### src/rtl/mem_bus_arbiter_pkg.sv
// Shared defines for the instruction/data memory bus arbiter.
// FSM state encoding, access size codes and the latched command bundle.
package mem_bus_arbiter_pkg;

    typedef enum logic [1:0] {
        ST_IDLE  = 2'd0,
        ST_GNT_I = 2'd1,
        ST_GNT_D = 2'd2
    } arb_state_e;

    localparam logic [1:0] SZ_BYTE = 2'b00;
    localparam logic [1:0] SZ_HALF = 2'b01;
    localparam logic [1:0] SZ_WORD = 2'b10;

    typedef struct packed {
        logic        write;
        logic [1:0]  size;
        logic [31:0] addr;
        logic [31:0] wdata;
    } mem_cmd_t;

endpackage

### src/rtl/mem_bus_arbiter_if.sv
// Requester and memory-side signals of the bus arbiter.
// master: the arbiter's view; slave: the surrounding core/memory.
interface mem_bus_arbiter_if;

    logic        i_req;
    logic [31:0] i_addr;
    logic [31:0] i_rdata;
    logic        i_ack_n;

    logic        d_req;
    logic        d_write;
    logic [1:0]  d_size;
    logic [31:0] d_addr;
    logic [31:0] d_wdata;
    logic [31:0] d_rdata;
    logic        d_ack_n;

    logic        m_req;
    logic        m_write;
    logic [1:0]  m_size;
    logic [31:0] m_addr;
    logic [31:0] m_wdata;
    logic [31:0] m_rdata;
    logic        m_ack_n;

    modport master (
        input  i_req, i_addr,
        output i_rdata, i_ack_n,
        input  d_req, d_write, d_size, d_addr, d_wdata,
        output d_rdata, d_ack_n,
        output m_req, m_write, m_size, m_addr, m_wdata,
        input  m_rdata, m_ack_n
    );

    modport slave (
        output i_req, i_addr,
        input  i_rdata, i_ack_n,
        output d_req, d_write, d_size, d_addr, d_wdata,
        input  d_rdata, d_ack_n,
        input  m_req, m_write, m_size, m_addr, m_wdata,
        output m_rdata, m_ack_n
    );

endinterface

### src/rtl/arb_streak_cnt.sv
// Saturating count of back-to-back data grants taken while a fetch waits.
// sat reflects the count after this cycle's update, so it steers the grant made now.
module arb_streak_cnt #(
    parameter int MAX = 4
) (
    input  logic clk,
    input  logic rst_n,
    input  logic inc,
    input  logic clr,
    output logic sat
);

    localparam logic [3:0] LIM = 4'(MAX);

    logic [3:0] cnt;
    logic [3:0] cnt_nxt;

    // clear wins over increment; increment stops at the limit
    always_comb begin
        cnt_nxt = cnt;
        if (clr) begin
            cnt_nxt = '0;
        end else if (inc && (cnt < LIM)) begin
            cnt_nxt = cnt + 4'd1;
        end
    end

    assign sat = (cnt_nxt >= LIM);

    // counter register
    always_ff @(posedge clk or negedge rst_n) begin
        if (!rst_n) begin
            cnt <= '0;
        end else begin
            cnt <= cnt_nxt;
        end
    end

endmodule

### src/rtl/mem_bus_arbiter.sv
// Arbitrates instruction fetch and data access onto one memory port.
// Data wins ties until MAX_D_BURST grants in a row, then the fetch gets a turn.
import mem_bus_arbiter_pkg::*;

module mem_bus_arbiter #(
    parameter int MAX_D_BURST = 4
) (
    input  logic              clk,
    input  logic              rst_n,
    mem_bus_arbiter_if.master bus
);

    arb_state_e state;
    arb_state_e state_nxt;
    mem_cmd_t   cmd_q;
    mem_cmd_t   cmd_nxt;

    logic done;
    logic i_done;
    logic d_done;
    logic decide;
    logic streak_inc;
    logic streak_clr;
    logic sat;

    assign done   = !bus.m_ack_n;
    assign i_done = (state == ST_GNT_I) && done;
    assign d_done = (state == ST_GNT_D) && done;
    assign decide = (state == ST_IDLE) || done;

    assign streak_inc = d_done && bus.i_req;
    assign streak_clr = i_done || (d_done && !bus.i_req);

    arb_streak_cnt #(
        .MAX (MAX_D_BURST)
    ) u_streak (
        .clk   (clk),
        .rst_n (rst_n),
        .inc   (streak_inc),
        .clr   (streak_clr),
        .sat   (sat)
    );

    // grant decision and capture of the winner's command
    always_comb begin
        state_nxt = state;
        cmd_nxt   = cmd_q;
        if (decide) begin
            unique case (1'b1)
                (bus.d_req && !(bus.i_req && sat)): begin
                    state_nxt     = ST_GNT_D;
                    cmd_nxt.write = bus.d_write;
                    cmd_nxt.size  = bus.d_size;
                    cmd_nxt.addr  = bus.d_addr;
                    cmd_nxt.wdata = bus.d_wdata;
                end
                (bus.i_req && !(bus.d_req && !sat)): begin
                    state_nxt     = ST_GNT_I;
                    cmd_nxt.write = 1'b0;
                    cmd_nxt.size  = SZ_WORD;
                    cmd_nxt.addr  = bus.i_addr;
                    cmd_nxt.wdata = '0;
                end
                default: begin
                    state_nxt = ST_IDLE;
                end
            endcase
        end
    end

    // state register
    always_ff @(posedge clk or negedge rst_n) begin
        if (!rst_n) begin
            state <= ST_IDLE;
        end else begin
            state <= state_nxt;
        end
    end

    // latched memory command, held until the transfer completes
    always_ff @(posedge clk or negedge rst_n) begin
        if (!rst_n) begin
            cmd_q <= '0;
        end else begin
            cmd_q <= cmd_nxt;
        end
    end

    assign bus.m_req   = (state != ST_IDLE);
    assign bus.m_write = cmd_q.write;
    assign bus.m_size  = cmd_q.size;
    assign bus.m_addr  = cmd_q.addr;
    assign bus.m_wdata = cmd_q.wdata;

    assign bus.i_ack_n = !i_done;
    assign bus.d_ack_n = !d_done;
    assign bus.i_rdata = bus.m_rdata;
    assign bus.d_rdata = bus.m_rdata;

endmodule
### src/flat_wrapper.sv
// flat-port wrapper written by rule: the top's interface ports become plain ports
module mem_bus_arbiter_flat 
#(
    parameter int MAX_D_BURST = 4
)
  (clk, rst_n, bus_i_req, bus_i_addr, bus_i_rdata, bus_i_ack_n, bus_d_req, bus_d_write, bus_d_size, bus_d_addr, bus_d_wdata, bus_d_rdata, bus_d_ack_n, bus_m_req, bus_m_write, bus_m_size, bus_m_addr, bus_m_wdata, bus_m_rdata, bus_m_ack_n);
  mem_bus_arbiter_if bus_i ();
  input  logic clk;
  input  logic rst_n;
  input wire logic [$bits(bus_i.i_req)-1:0] bus_i_req;
  input wire logic [$bits(bus_i.i_addr)-1:0] bus_i_addr;
  output wire logic [$bits(bus_i.i_rdata)-1:0] bus_i_rdata;
  output wire logic [$bits(bus_i.i_ack_n)-1:0] bus_i_ack_n;
  input wire logic [$bits(bus_i.d_req)-1:0] bus_d_req;
  input wire logic [$bits(bus_i.d_write)-1:0] bus_d_write;
  input wire logic [$bits(bus_i.d_size)-1:0] bus_d_size;
  input wire logic [$bits(bus_i.d_addr)-1:0] bus_d_addr;
  input wire logic [$bits(bus_i.d_wdata)-1:0] bus_d_wdata;
  output wire logic [$bits(bus_i.d_rdata)-1:0] bus_d_rdata;
  output wire logic [$bits(bus_i.d_ack_n)-1:0] bus_d_ack_n;
  output wire logic [$bits(bus_i.m_req)-1:0] bus_m_req;
  output wire logic [$bits(bus_i.m_write)-1:0] bus_m_write;
  output wire logic [$bits(bus_i.m_size)-1:0] bus_m_size;
  output wire logic [$bits(bus_i.m_addr)-1:0] bus_m_addr;
  output wire logic [$bits(bus_i.m_wdata)-1:0] bus_m_wdata;
  input wire logic [$bits(bus_i.m_rdata)-1:0] bus_m_rdata;
  input wire logic [$bits(bus_i.m_ack_n)-1:0] bus_m_ack_n;
  assign bus_i.i_req = bus_i_req;
  assign bus_i.i_addr = bus_i_addr;
  assign bus_i_rdata = bus_i.i_rdata;
  assign bus_i_ack_n = bus_i.i_ack_n;
  assign bus_i.d_req = bus_d_req;
  assign bus_i.d_write = bus_d_write;
  assign bus_i.d_size = bus_d_size;
  assign bus_i.d_addr = bus_d_addr;
  assign bus_i.d_wdata = bus_d_wdata;
  assign bus_d_rdata = bus_i.d_rdata;
  assign bus_d_ack_n = bus_i.d_ack_n;
  assign bus_m_req = bus_i.m_req;
  assign bus_m_write = bus_i.m_write;
  assign bus_m_size = bus_i.m_size;
  assign bus_m_addr = bus_i.m_addr;
  assign bus_m_wdata = bus_i.m_wdata;
  assign bus_i.m_rdata = bus_m_rdata;
  assign bus_i.m_ack_n = bus_m_ack_n;
  mem_bus_arbiter #(.MAX_D_BURST(MAX_D_BURST)) u_core (.clk(clk), .rst_n(rst_n), .bus(bus_i));
endmodule
### config.mk
export PLATFORM = sky130hd
export DESIGN_NAME = mem_bus_arbiter_flat
export DESIGN_NICKNAME = d
export VERILOG_FILES = /design/src/rtl/mem_bus_arbiter_pkg.sv /design/src/rtl/mem_bus_arbiter_if.sv /design/src/rtl/arb_streak_cnt.sv /design/src/rtl/mem_bus_arbiter.sv /design/src/flat_wrapper.sv
export SDC_FILE = /design/constraint.sdc
export NUM_CORES = 1
export LEC_CHECK = 0
export ABC_AREA = 1
export BUFFER_PORTS_ARGS = -buffer_cell sky130_fd_sc_hd__buf_2
export CORE_MARGIN = 1
export CORE_UTILIZATION = 28
export DETAILED_ROUTE_END_ITERATION = 10
export PLACE_DENSITY_LB_ADDON = 0.12
export RECOVER_POWER = 100
export SETUP_SLACK_MARGIN = 0.15
export SKIP_CTS_REPAIR_TIMING = 1
export SYNTH_ARGS = -nofsm -noshare
export SYNTH_HDL_FRONTEND = slang
export SYNTH_SLANG_ARGS = --single-unit
### constraint.sdc
create_clock -name clk -period 2.2 [get_ports clk]
set_clock_uncertainty 0.1 [all_clocks]
set_input_delay 0.44 -clock clk [delete_from_list [all_inputs] [get_ports clk]]
set_output_delay 0.44 -clock clk [all_outputs]
set_load 0.02 [all_outputs]
Yosys cells after proc, flatten, opt, wreduce, memory -nomap -nowiden --
Cells that the tools add are included.
Word-level totals: flip-flop bits (word level) 73, bits in latches 0, memory bits (writable) 0, ROM bits 0, input bits 136, output and inout port bits 134, word-level logic and storage cells 37, memories 0
Operators by class: add/subtract/negate cells 1, multiply operators 0, divide/modulo/power cells 0, magnitude comparators 2, equality and inequality tests 2, shifts and indexed selects 0, multiplexer cells 4, bitwise logic cells 0, reductions and logical operators 22
Operators with widths (number):
- one-hot mux 67 bit (2 select lines) | 1
- logical AND 1 bit | 9
- 2-to-1 mux 4 bit | 2
- logical NOT 1 bit | 7
- adder 4 x 1 -> 4 bit (second input constant) | 1
- >= comparator 4 x 3 -> 1 bit (second input constant) | 1
- less-than comparator 4 x 3 -> 1 bit (second input constant) | 1
- one-hot mux 2 bit (2 select lines) | 1
- nonzero test 2 bit | 2
- equality test 2 x 1 -> 1 bit (second input constant) | 1
- equality test 2 bit (second input constant) | 1
- logical NOT 2 bit | 1
- logical OR 1 bit | 2
- AND reduction 2 bit | 1

Logic depth before layout (Yosys ltp) --
Gate-level depths: netlist of run 1.
depth in word-level cells 13, gate-level depth with buffers 12, depth with buffers taken out 11

By module --
From an unflattened synthesis of run 1, not the netlist that was laid out.
Unflattened totals: cell total of the unflattened synthesis 508, area total of the unflattened synthesis 3941.3 sq um
By module, submodules not included:
- mem_bus_arbiter | times used 1, cells an instance 483, area an instance 3741.1 sq um, seq. area each 1726.7 sq um
- arb_streak_cnt | times used 1, cells an instance 25, area an instance 200.2 sq um, seq. area each 100.1 sq um

Worst setup path before layout of run 1 --
No wires, ideal clock.
path kind in2reg, start input port bus_m_ack_n, end register u_core.cmd_q (netlist bit u_core.bus.m_addr[19]), library setup time 0.118 ns, arrival 1.498 ns, data required time 1.982 ns, path slack 0.484 ns, stages on the path 11, path buffers 1, cells stage by stage inv_2 -> nand3_2 -> o21ai_2 -> inv_2 -> nand2_2 -> nand3_4 -> nand2_2 -> buf_2 -> nand2_1 -> nand3_1 -> nand2_1
On the way: cells in the longest elaborated chain, start to end 13, elaborated cells between the ends (all ways) 21, those cells by class order compare (1); mux (3); reduce/logical (17)
Ends and longest elaborated chain:
- from (decl) | line flat_wrapper.sv:27 | input wire logic [$bits(bus_i.m_ack_n)-1:0] bus_m_ack_n;
- logical NOT 1 bit * | line mem_bus_arbiter.sv:26 | assign done = !bus.m_ack_n;
- logical AND 1 bit | line mem_bus_arbiter.sv:28 | assign d_done = (state == ST_GNT_D) && done;
- logical AND 1 bit | line mem_bus_arbiter.sv:31 | assign streak_inc = d_done && bus.i_req;
- logical AND 1 bit | line arb_streak_cnt.sv:23 | end else if (inc && (cnt < LIM)) begin
- 2-to-1 mux 4 bit | line arb_streak_cnt.sv:23
- 2-to-1 mux 4 bit | line arb_streak_cnt.sv:21 | if (clr) begin
- >= comparator 4 x 3 -> 1 bit | line arb_streak_cnt.sv:28 | assign sat = (cnt_nxt >= LIM);
- logical NOT 1 bit | line mem_bus_arbiter.sv:57 | (bus.i_req && !(bus.d_req && !sat)): begin
- logical AND 1 bit | line mem_bus_arbiter.sv:57
- logical NOT 1 bit | line mem_bus_arbiter.sv:57
- logical AND 1 bit | line mem_bus_arbiter.sv:57
- nonzero test 2 bit (no source line)
- AND reduction 2 bit (no source line)
- to (signal assigned) | line mem_bus_arbiter.sv:85 | cmd_q <= cmd_nxt;
- to (decl) | line mem_bus_arbiter.sv:15 | mem_cmd_t cmd_q;
Every way passes the cells marked *; elsewhere a longest branch is shown, timed or not. A chain may end at the register's enable or synchronous reset.

Worst setup path after layout of run 1 --
start register u_core.state[0], end register u_core.cmd_q (netlist bit u_core.bus.m_addr[25])
On the way: cells in the longest elaborated chain, start to end 13, elaborated cells between the ends (all ways) 23, those cells by class order compare (1); eq/ne (2); mux (3); reduce/logical (17)
Ends and longest elaborated chain:
- from (decl) | line mem_bus_arbiter.sv:13 | arb_state_e state;
- from (signal assigned) | line mem_bus_arbiter.sv:76 | state <= state_nxt;
- equality test 2 bit | line mem_bus_arbiter.sv:28
- logical AND 1 bit | line mem_bus_arbiter.sv:28
- logical AND 1 bit | line mem_bus_arbiter.sv:31
- logical AND 1 bit | line arb_streak_cnt.sv:23
- 2-to-1 mux 4 bit | line arb_streak_cnt.sv:23
- 2-to-1 mux 4 bit | line arb_streak_cnt.sv:21
- >= comparator 4 x 3 -> 1 bit | line arb_streak_cnt.sv:28
- logical NOT 1 bit | line mem_bus_arbiter.sv:57
- logical AND 1 bit | line mem_bus_arbiter.sv:57
- logical NOT 1 bit | line mem_bus_arbiter.sv:57
- logical AND 1 bit | line mem_bus_arbiter.sv:57
- nonzero test 2 bit (no source line)
- AND reduction 2 bit (no source line)
Parallel ways exist; a longest one is shown, timed or not.

==> flow_metrics.py, run 1 <==
metrics = {
    "critical_path": {
        "arrival_ns": 2.01,
        "r2r_start": "u_core.state[0]",
        "startpoint": "u_core.state[0]",
        "reg2regPathDepth": 9,
        "worstSetupStartpointType": "flop",
        "critPathKind": "reg2reg",
        "required_ns": 2.32,
        "worst-path-max-fanout": 24,
        "end_kind": "flop",
    },
    "hold_path": {
        "min_path_type": "in2async",
    },
    "route": {
        "final_antenna_net_count": 0,
        "dr.first_iter.drc_count": 149,
        "met3WireLength_um": 884,
        "avgViaCountPerCell": 4.32,
        "wire_per_inst_um": 13.3,
        "top_layer": "met5",
        "met1_length_mm": 5.02,
        "vias": 3533,
        "wl_met2_mm": 4.78,
        "drcViolationCount": 0,
        "first_pass_iters": 6,
        "postRouteWirelength_mm": 10.8,
    },
    "logic_synthesis": {
        "syn_inst": 531,
        "postSynthAreaPerCell_um2": 7.59,
        "yosysMostFrequentCell": "nand2_1",
        "synthFlopType": "dfrtp_1",
        "synth_edf_count": 0,
        "synth_cell_types": 20,
        "ys_ff_latch": 73,
        "async_flop_share": 1.00,
        "yosysWarnings": 0,
        "ys_seq_area_frac": 0.453,
        "synthTopCellsByArea": "dfrtp_1, nand2_1, nand3_1, buf_4, inv_1",
        "syn-num-nets": 668,
        "synth_top_area_share": 0.453,
        "synth_area_um2": 4030,
        "synth_common_cells": "nand2_1, nand3_1, dfrtp_1",
        "yosys.area.top_type": "dfrtp_1",
    },
    "global_route": {
        "track_usage": 0.149,
        "grt_pass1_wl_mm": 17.0,
        "grt_max_degree": 46,
        "globalRouteOverflowTotal": 0,
        "grt_pass1_vias": 3373,
        "antenna_found_initial": 1,
    },
    "power": {
        "p_leak_uw": 0.00276,
        "powerDensity_nw_per_um2": 935,
        "ir_drop_mv": 0.296,
    },
    "placed_design": {
        "numPortBuffers": 173,
        "gp_congestion": 0.733,
        "dp_hpwl_mm": 7.70,
        "dp.cells": 803,
        "placed_area_um2": 4610,
    },
    "cts": {
        "cts_tree": "done",
        "cts_buffers": 9,
        "root_buffer": "clkbuf_16",
        "clockBufferDepth": 2,
        "insertion_delay_ns": 0.33,
        "cts.reportedPaths.clkPinSlew_ns": 0.06,
        "clock-sinks": 73,
        "cts-htree-levels": 3,
    },
    "floorplan": {
        "start_util": 0.289,
        "ios": 270,
        "coreArea_um2": 13900,
        "die_h_um": 122,
        "die_w_um": 122,
        "row_count": 43,
        "dieArea_um2": 14900,
    },
    "final_layout": {
        "multi_input_comb_area_um2": 1290,
        "ff_latch_area_um2": 1830,
        "fin_nets": 771,
        "fillers": 1504,
        "antenna_cells": 0,
        "fin_cells": 817,
        "synthToLayoutAreaGrowth_pct": 19.5,
        "post-route-util": 0.346,
        "drive_gt1_frac": 0.217,
        "final_cell_area_um2": 4820,
    },
    "sta": {
        "hold_violations": 0,
        "finalSetupViolations": 0,
        "maxSlewHeadroom": 0.341,
        "tightestPinTransition_ns": 0.989,
        "fin_hold_ws_ns": 0.164,
        "period_share": 0.861,
        "drv_slew": 0,
        "fin_tns_setup_ns": 0,
        "fmax_mhz": 528,
        "rsz0062_at_grt": "no",
        "layout_min_cycle_time_ns": 1.90,
    },
    "run_status": {
        "outcome": "completed",
    },
    "run": {
        "drv_cap": 0,
    },
}
-- routing by layer --
metal,global-route usage,vias to the layer above
met5,0,-
met1,0.194,1620
li1,-,1763
met4,0.0617,2
met3,0.0473,18
met2,0.226,130
-- report_power, final --
part | internal [uW] | switching, uW | leakage [uW]
Sequential | 1610 | 155 | 0.000903
Combinational | 369 | 869 | 0.00171
Clock | 958 | 539 | 0.000147
-- state kept, by name, summed over array words and instances, names as in the netlist --
name and cells:
u_core.bus.m_write 1, u_core.bus.m_size 2, u_core.bus.m_addr 32, u_core.state 2
u_core.bus.m_wdata 32, u_core.u_streak.cnt 4
-- stage by stage --
stage | power [uW] | setup WS (ns)
6_report | 4500 | 0.305
5_1_grt | 4810 | 0.113
4_1_cts | 4650 | 0.308
3_5_place_dp | 3110 | 0.128
3_3_place_gp | 3110 | 0.177
2_1_floorplan | 2730 | 0.484
-- cells by family after synthesis --
| group | after synthesis | synth area share |
|---|---|---|
| and+or+nand+nor | 281 | 0.302 |
| buffers and inverters | 166 | 0.225 |
| DFF | 73 | 0.453 |
| AOI/OAI and AO/OA | 10 | 0.0161 |
| adders and majority gates | 1 | 0.00310 |
-- area by class of cell --
| cell class | count | area share |
|---|---|---|
| Clock buffer | 12 | 0.0553 |
| Timing Repair Buffer | 184 | 0.185 |
| Inverter | 74 | 0.0577 |
| Clock inverter | 2 | 0.00779 |
| Tap cell | 180 | 0.0468 |
| Multi-Input combinational cell | 292 | 0.269 |
| Sequential cell | 73 | 0.379 |
-- placed cells by master, fill, tap and decap left out, drive strengths merged --
cell type	n
inv	74
a21oi	3
clkinvlp	1
nor3	1
ha	1
nor2	3
nand2	173
bufinv	1
o21ai	6
o211ai	1
dfrtp	73
nand3	104
clkbuf	83
buf	113
-- worst paths after layout --
kind                                     endpoint  slack, ns
min                        u_core.bus.m_wdata[29]       0.16
max                         u_core.bus.m_addr[25]       0.30
max in group asynchronous   u_core.bus.m_addr[16]       1.09
max reg2reg                 u_core.bus.m_addr[25]       0.30
min reg2reg                 u_core.bus.m_addr[30]       0.38
min in group clk            u_core.bus.m_wdata[6]       0.23
-- critical path, stage by stage, from the launching register on --
cell     delay (ns)
dfrtp_1        0.40
nor3_1         0.29
nand3_1        0.11
nand2_1        0.09
nand2_2        0.07
nand3_4        0.13
buf_4          0.32
nand3_1        0.12
nand3_1        0.10
nand2_1        0.05
(Power assumes the default switching activity.)
==> run 2, diff against run 1 <==
- CELL_PAD_IN_SITES_DETAIL_PLACEMENT: default -> 0
- CELL_PAD_IN_SITES_GLOBAL_PLACEMENT: default -> 2
- CORE_UTILIZATION: 28 -> 21
==> run 2 against run 1 <==
Effect of this change:
- clock power about the same
- final area increased by 2.1%
- sequential share of layout area decreased by 0.78 points
- cell count increased by 6.9%
- power increased by 1.6%
- routed wire length increased by 22%
- hold slack improved by 0.050 ns
- critical path type unchanged
- critical endpoint is now u_core.bus.m_addr[26]
==> flow_metrics.py, run 2 (synthesis results as in run 1) <==
metrics = {
    "sta": {
        "fmax_mhz": 531,
        "rsz0062_at_grt": "no",
        "tightestPinTransition_ns": 0.983,
        "finalSetupViolations": 0,
        "layout_min_cycle_time_ns": 1.88,
        "hold_violations": 0,
        "drv_slew": 0,
        "maxSlewHeadroom": 0.345,
        "fin_hold_ws_ns": 0.214,
        "fin_tns_setup_ns": 0,
        "period_share": 0.855,
    },
    "critical_path": {
        "required_ns": 2.33,
        "end_kind": "flop",
        "arrival_ns": 2.01,
        "critPathKind": "reg2reg",
        "worst-path-max-fanout": 33,
        "rrSetupSlack_ns": 0.32,
        "reg2regPathDepth": 11,
        "worstSetupStartpointType": "flop",
        "r2r_start": "u_core.state[0]",
        "r2r_end": "u_core.bus.m_addr[26]",
    },
    "floorplan": {
        "coreArea_um2": 18800,
        "dieArea_um2": 19700,
        "die_w_um": 141,
        "ios": 270,
        "row_count": 50,
        "die_h_um": 141,
        "start_util": 0.215,
    },
    "final_layout": {
        "synthToLayoutAreaGrowth_pct": 22.0,
        "fillers": 2170,
        "final_cell_mix": "nand2_1, nand3_1, buf_2",
        "ff_latch_area_um2": 1830,
        "drive_gt1_frac": 0.210,
        "fin_cells": 873,
        "fin_nets": 771,
        "antenna_cells": 0,
        "multi_input_comb_area_um2": 1270,
        "layout_commonest_cell": "nand2_1",
    },
    "placed_design": {
        "gp_congestion": 0.724,
        "dp_hpwl_mm": 8.81,
        "dp.cells": 856,
        "numPortBuffers": 173,
    },
    "power": {
        "design_power_total_uw": 4580,
        "ir_drop_mv": 0.334,
        "powerDensity_nw_per_um2": 930,
        "p_leak_uw": 0.00277,
    },
    "cts": {
        "insertion_delay_ns": 0.34,
        "clockBufferDepth": 2,
        "cts.reportedPaths.clkPinSlew_ns": 0.06,
        "cts_tree": "done",
        "cts_buffers": 9,
        "cts-htree-levels": 3,
        "root_buffer": "clkbuf_16",
        "clock-sinks": 73,
    },
    "run_status": {
        "outcome": "completed",
    },
    "route": {
        "final_antenna_net_count": 0,
        "dr.first_iter.drc_count": 158,
        "avgViaCountPerCell": 4.08,
        "first_pass_iters": 4,
        "wire_per_inst_um": 15.2,
        "drcViolationCount": 0,
        "vias": 3565,
        "postRouteWirelength_mm": 13.2,
    },
    "global_route": {
        "antenna_found_initial": 0,
        "grt_pass1_vias": 3722,
        "globalRouteOverflowTotal": 0,
        "grt_pass1_wl_mm": 20.6,
        "track_usage": 0.136,
        "grt_max_degree": 68,
    },
    "hold_path": {
        "min_path_cells": 3,
        "min_path_type": "in2reg",
        "hp-start": "bus_d_wdata[10]",
        "min_to": "u_core.bus.m_wdata[10]",
    },
    "run": {
        "drv_cap": 0,
    },
}
-- run 2: final cells by class --
type | instances | share of cell area
Inverter | 74 | 0.0565
Sequential cell | 73 | 0.371
Multi-Input combinational cell | 292 | 0.259
Clock buffer | 11 | 0.0494
Timing Repair Buffer | 184 | 0.193
Tap cell | 234 | 0.0595
Clock inverter | 5 | 0.0112
-- run 2: worst max-delay path, cell delays in order, from the launching register on --
cell	delay, ns
dfrtp_1	0.40
inv_1	0.11
nand3_2	0.10
o21ai_2	0.16
inv_2	0.05
nand2_1	0.09
nand3_1	0.15
nand2_2	0.16
buf_12	0.22
nand2_1	0.08
nand3_1	0.08
nand2_1	0.06
-- run 2: per-stage QoR --
step                utilization  instance area (um2)  worst slack, ns
floorplan                     -                 4030            0.484
global placement          0.252                 4730            0.285
detailed placement        0.252                 4730            0.233
CTS                       0.268                 5030            0.395
global route              0.262                 4920            0.138
finish                    0.262                 4920            0.318
-- run 2: worst max path at each step --
stage | startpoint | endpoint | slack [ns]
global placement | bus_m_ack_n | u_core.bus.m_addr[12] | 0.28
detailed placement | bus_m_ack_n | u_core.bus.m_addr[13] | 0.23
CTS | u_core.state[0] | u_core.bus.m_addr[26] | 0.39
finish | u_core.state[0] | u_core.bus.m_addr[26] | 0.32
floorplan | bus_m_ack_n | u_core.bus.m_addr[19] | 0.48
global route | u_core.state[1] | u_core.bus.m_addr[26] | 0.14
-- run 2: metal layers --
layer	vias up	global-route usage	wire length, um
met1	1657	0.166	6070
met3	11	0.0448	978
li1	1765	-	-
met4	0	0.0532	170
met5	-	0	0
met2	132	0.220	6010
-- run 2: power by group --
group	total (uW)	switching [uW]	leakage, uW	internal (uW)
combinational	1290	904	0.00172	391
sequential	1760	147	0.000903	1610
clock	1520	615	0.000142	907
total	4580	1670	0.00277	2910
==> run 3, diff against run 2 <==
- ABC_AREA: 1 -> default
- CORE_UTILIZATION: 21 -> 23
==> run 3 against run 2 <==
Effect of this change:
- clock power increased by 14%
- via count decreased by 8.0%
- final area decreased by 1.2%
- hold slack improved by 0.0017 ns
- combinational power increased by 9%
==> flow_metrics.py, run 3 <==
metrics = {
    "final_layout": {
        "drive_gt1_frac": 0.315,
        "ff_latch_area_um2": 1830,
        "fillers": 1926,
        "antenna_cells": 0,
        "final_cell_mix": "nand2_1, buf_2, dfrtp_1",
        "multi_input_comb_area_um2": 1480,
        "synthToLayoutAreaGrowth_pct": 16.1,
        "layout_commonest_cell": "nand2_1",
        "fin_nets": 669,
    },
    "critical_path": {
        "end_kind": "primary output",
        "critPathKind": "reg2out",
        "required_ns": 1.66,
        "arrival_ns": 1.44,
        "worst-path-max-fanout": 9,
        "worstSetupStartpointType": "flop",
    },
    "cts": {
        "cts_tree": "done",
        "insertion_delay_ns": 0.33,
        "cts-htree-levels": 3,
        "root_buffer": "clkbuf_16",
        "clockBufferDepth": 2,
        "cts_buffers": 9,
        "clock-sinks": 73,
        "cts.reportedPaths.clkPinSlew_ns": 0.06,
    },
    "logic_synthesis": {
        "yosys.area.top_type": "dfrtp_1",
        "postSynthAreaPerCell_um2": 9.72,
        "synth_common_cells": "nand2_1, dfrtp_1, buf_4",
        "syn_inst": 431,
        "async_flop_share": 1.00,
        "synth_area_um2": 4190,
        "ys_ff_latch": 73,
        "synth_cell_types": 36,
        "ys_seq_area_frac": 0.436,
        "synthFlopType": "dfrtp_1",
        "synth_top_area_share": 0.436,
        "yosysMostFrequentCell": "nand2_1",
        "synth_edf_count": 0,
        "synthTopCellsByArea": "dfrtp_1, nand2_1, buf_4, o211ai_2, nand3_2",
        "yosysWarnings": 0,
        "syn-num-nets": 568,
    },
    "route": {
        "postRouteWirelength_mm": 11.7,
        "final_antenna_net_count": 0,
        "vias": 3279,
        "first_pass_iters": 4,
        "avgViaCountPerCell": 4.30,
        "dr.first_iter.drc_count": 139,
        "wire_per_inst_um": 15.4,
        "drcViolationCount": 0,
    },
    "sta": {
        "hold_violations": 0,
        "tightestPinTransition_ns": 0.671,
        "fmax_mhz": 506,
        "layout_min_cycle_time_ns": 1.98,
        "maxSlewHeadroom": 0.553,
        "finalSetupViolations": 0,
        "fin_tns_setup_ns": 0,
        "rsz0062_at_grt": "no",
        "drv_slew": 0,
        "period_share": 0.898,
        "fin_ws_ns": 0.224,
        "fin_hold_ws_ns": 0.216,
    },
    "floorplan": {
        "die_w_um": 137,
        "die_h_um": 137,
        "start_util": 0.239,
        "row_count": 48,
        "ios": 270,
        "dieArea_um2": 18800,
        "coreArea_um2": 17500,
    },
    "global_route": {
        "grt_pass1_vias": 3375,
        "grt_max_degree": 57,
        "track_usage": 0.129,
        "globalRouteOverflowTotal": 0,
        "grt_pass1_wl_mm": 18.0,
        "antenna_found_initial": 0,
    },
    "run": {
        "drv_cap": 0,
    },
    "placed_design": {
        "numPortBuffers": 173,
        "dp_worst_setup_slack_ns": 0.240,
        "dp_hpwl_mm": 7.95,
        "gp_congestion": 0.709,
    },
    "power": {
        "powerDensity_nw_per_um2": 1010,
        "p_leak_uw": 0.00237,
        "ir_drop_mv": 0.347,
    },
    "hold_path": {
        "min_path_type": "in2reg",
    },
    "run_status": {
        "outcome": "completed",
    },
}
==> run 3: changes by cell type after synthesis, moves of 5 or more <==
cell	previous run	this run
nand3_2	2	32
inv_1	71	2
nand2_1	171	135
buf_2	11	6
o211ai_2	1	32
buf_12	0	5
nand3_1	101	35
==> run 3: final timing paths <==
path / startpoint / to / slack [ns] / depth (start not counted)
max in group asynchronous: rst_n / u_core.bus.m_wdata[26] / 0.70 / 3
min in group asynchronous: rst_n / u_core.bus.m_addr[20] / 0.57 / 2
max reg2reg: u_core.u_streak.cnt[0] / u_core.bus.m_addr[1] / 0.23 / 6
min reg2reg: u_core.bus.m_wdata[21] / u_core.bus.m_wdata[21] / 0.36 / 2
max: u_core.state[1] / bus_i_ack_n / 0.22 / 3
min: bus_d_wdata[15] / u_core.bus.m_wdata[15] / 0.22 / 3
==> run 3: logic make-up after synthesis <==
logic type               count (synthesis)  synth area share
adder cells (fa/ha/maj)                  1           0.00299
flip-flops                              73             0.436
XOR/XNOR                                 1           0.00209
AO/OA/AOI/OAI                           43             0.115
AND/OR/NAND/NOR                        217             0.262
multiplexers                             1           0.00239
buffers and inverters                   95             0.180
==> run 3: metrics by stage <==
stage               total power (uW)  utilization  cell area, um2  std cells
CTS                             5150        0.292            5120        761
floorplan                       2960            -            4190        431
finish                          4910        0.277            4860        762
global placement                3350        0.273            4780        745
detailed placement              3360        0.273            4780        745
global route                    5220        0.277            4860        762
==> run 3: worst max-delay path: stages (launching register included) <==
cell and delay (ns):
dfrtp_1 0.45, nand2b_1 0.19, or2_2 0.29, clkbuf_1 0.17
==> run 3: final cells by class <==
cell class | count | share of cell area
inverters | 2 | 0.00154
repair buffers | 183 | 0.190
clock inverters | 5 | 0.0211
well taps | 225 | 0.0579
clock buffers | 11 | 0.0499
multi-input cells | 263 | 0.304
flip-flops and latches | 73 | 0.376
==> run 3: power breakdown <==
group / internal [uW] / switching [uW] / total [uW] / leakage [uW]
Clock: 1140 / 590 / 1730 / 0.000166
Sequential: 1620 / 160 / 1780 / 0.000909
Combinational: 455 / 947 / 1400 / 0.00130
Total: 3210 / 1700 / 4910 / 0.00237
==> run 3: metal layers <==
layer,part of all wire,global-route usage,routed length (um),vias to the layer above
met4,0.039,0.0849,461,0
li1,-,-,-,1578
met2,0.47,0.213,5530,121
met5,0,0,0,-
met1,0.41,0.148,4830,1533
met3,0.078,0.0311,912,47
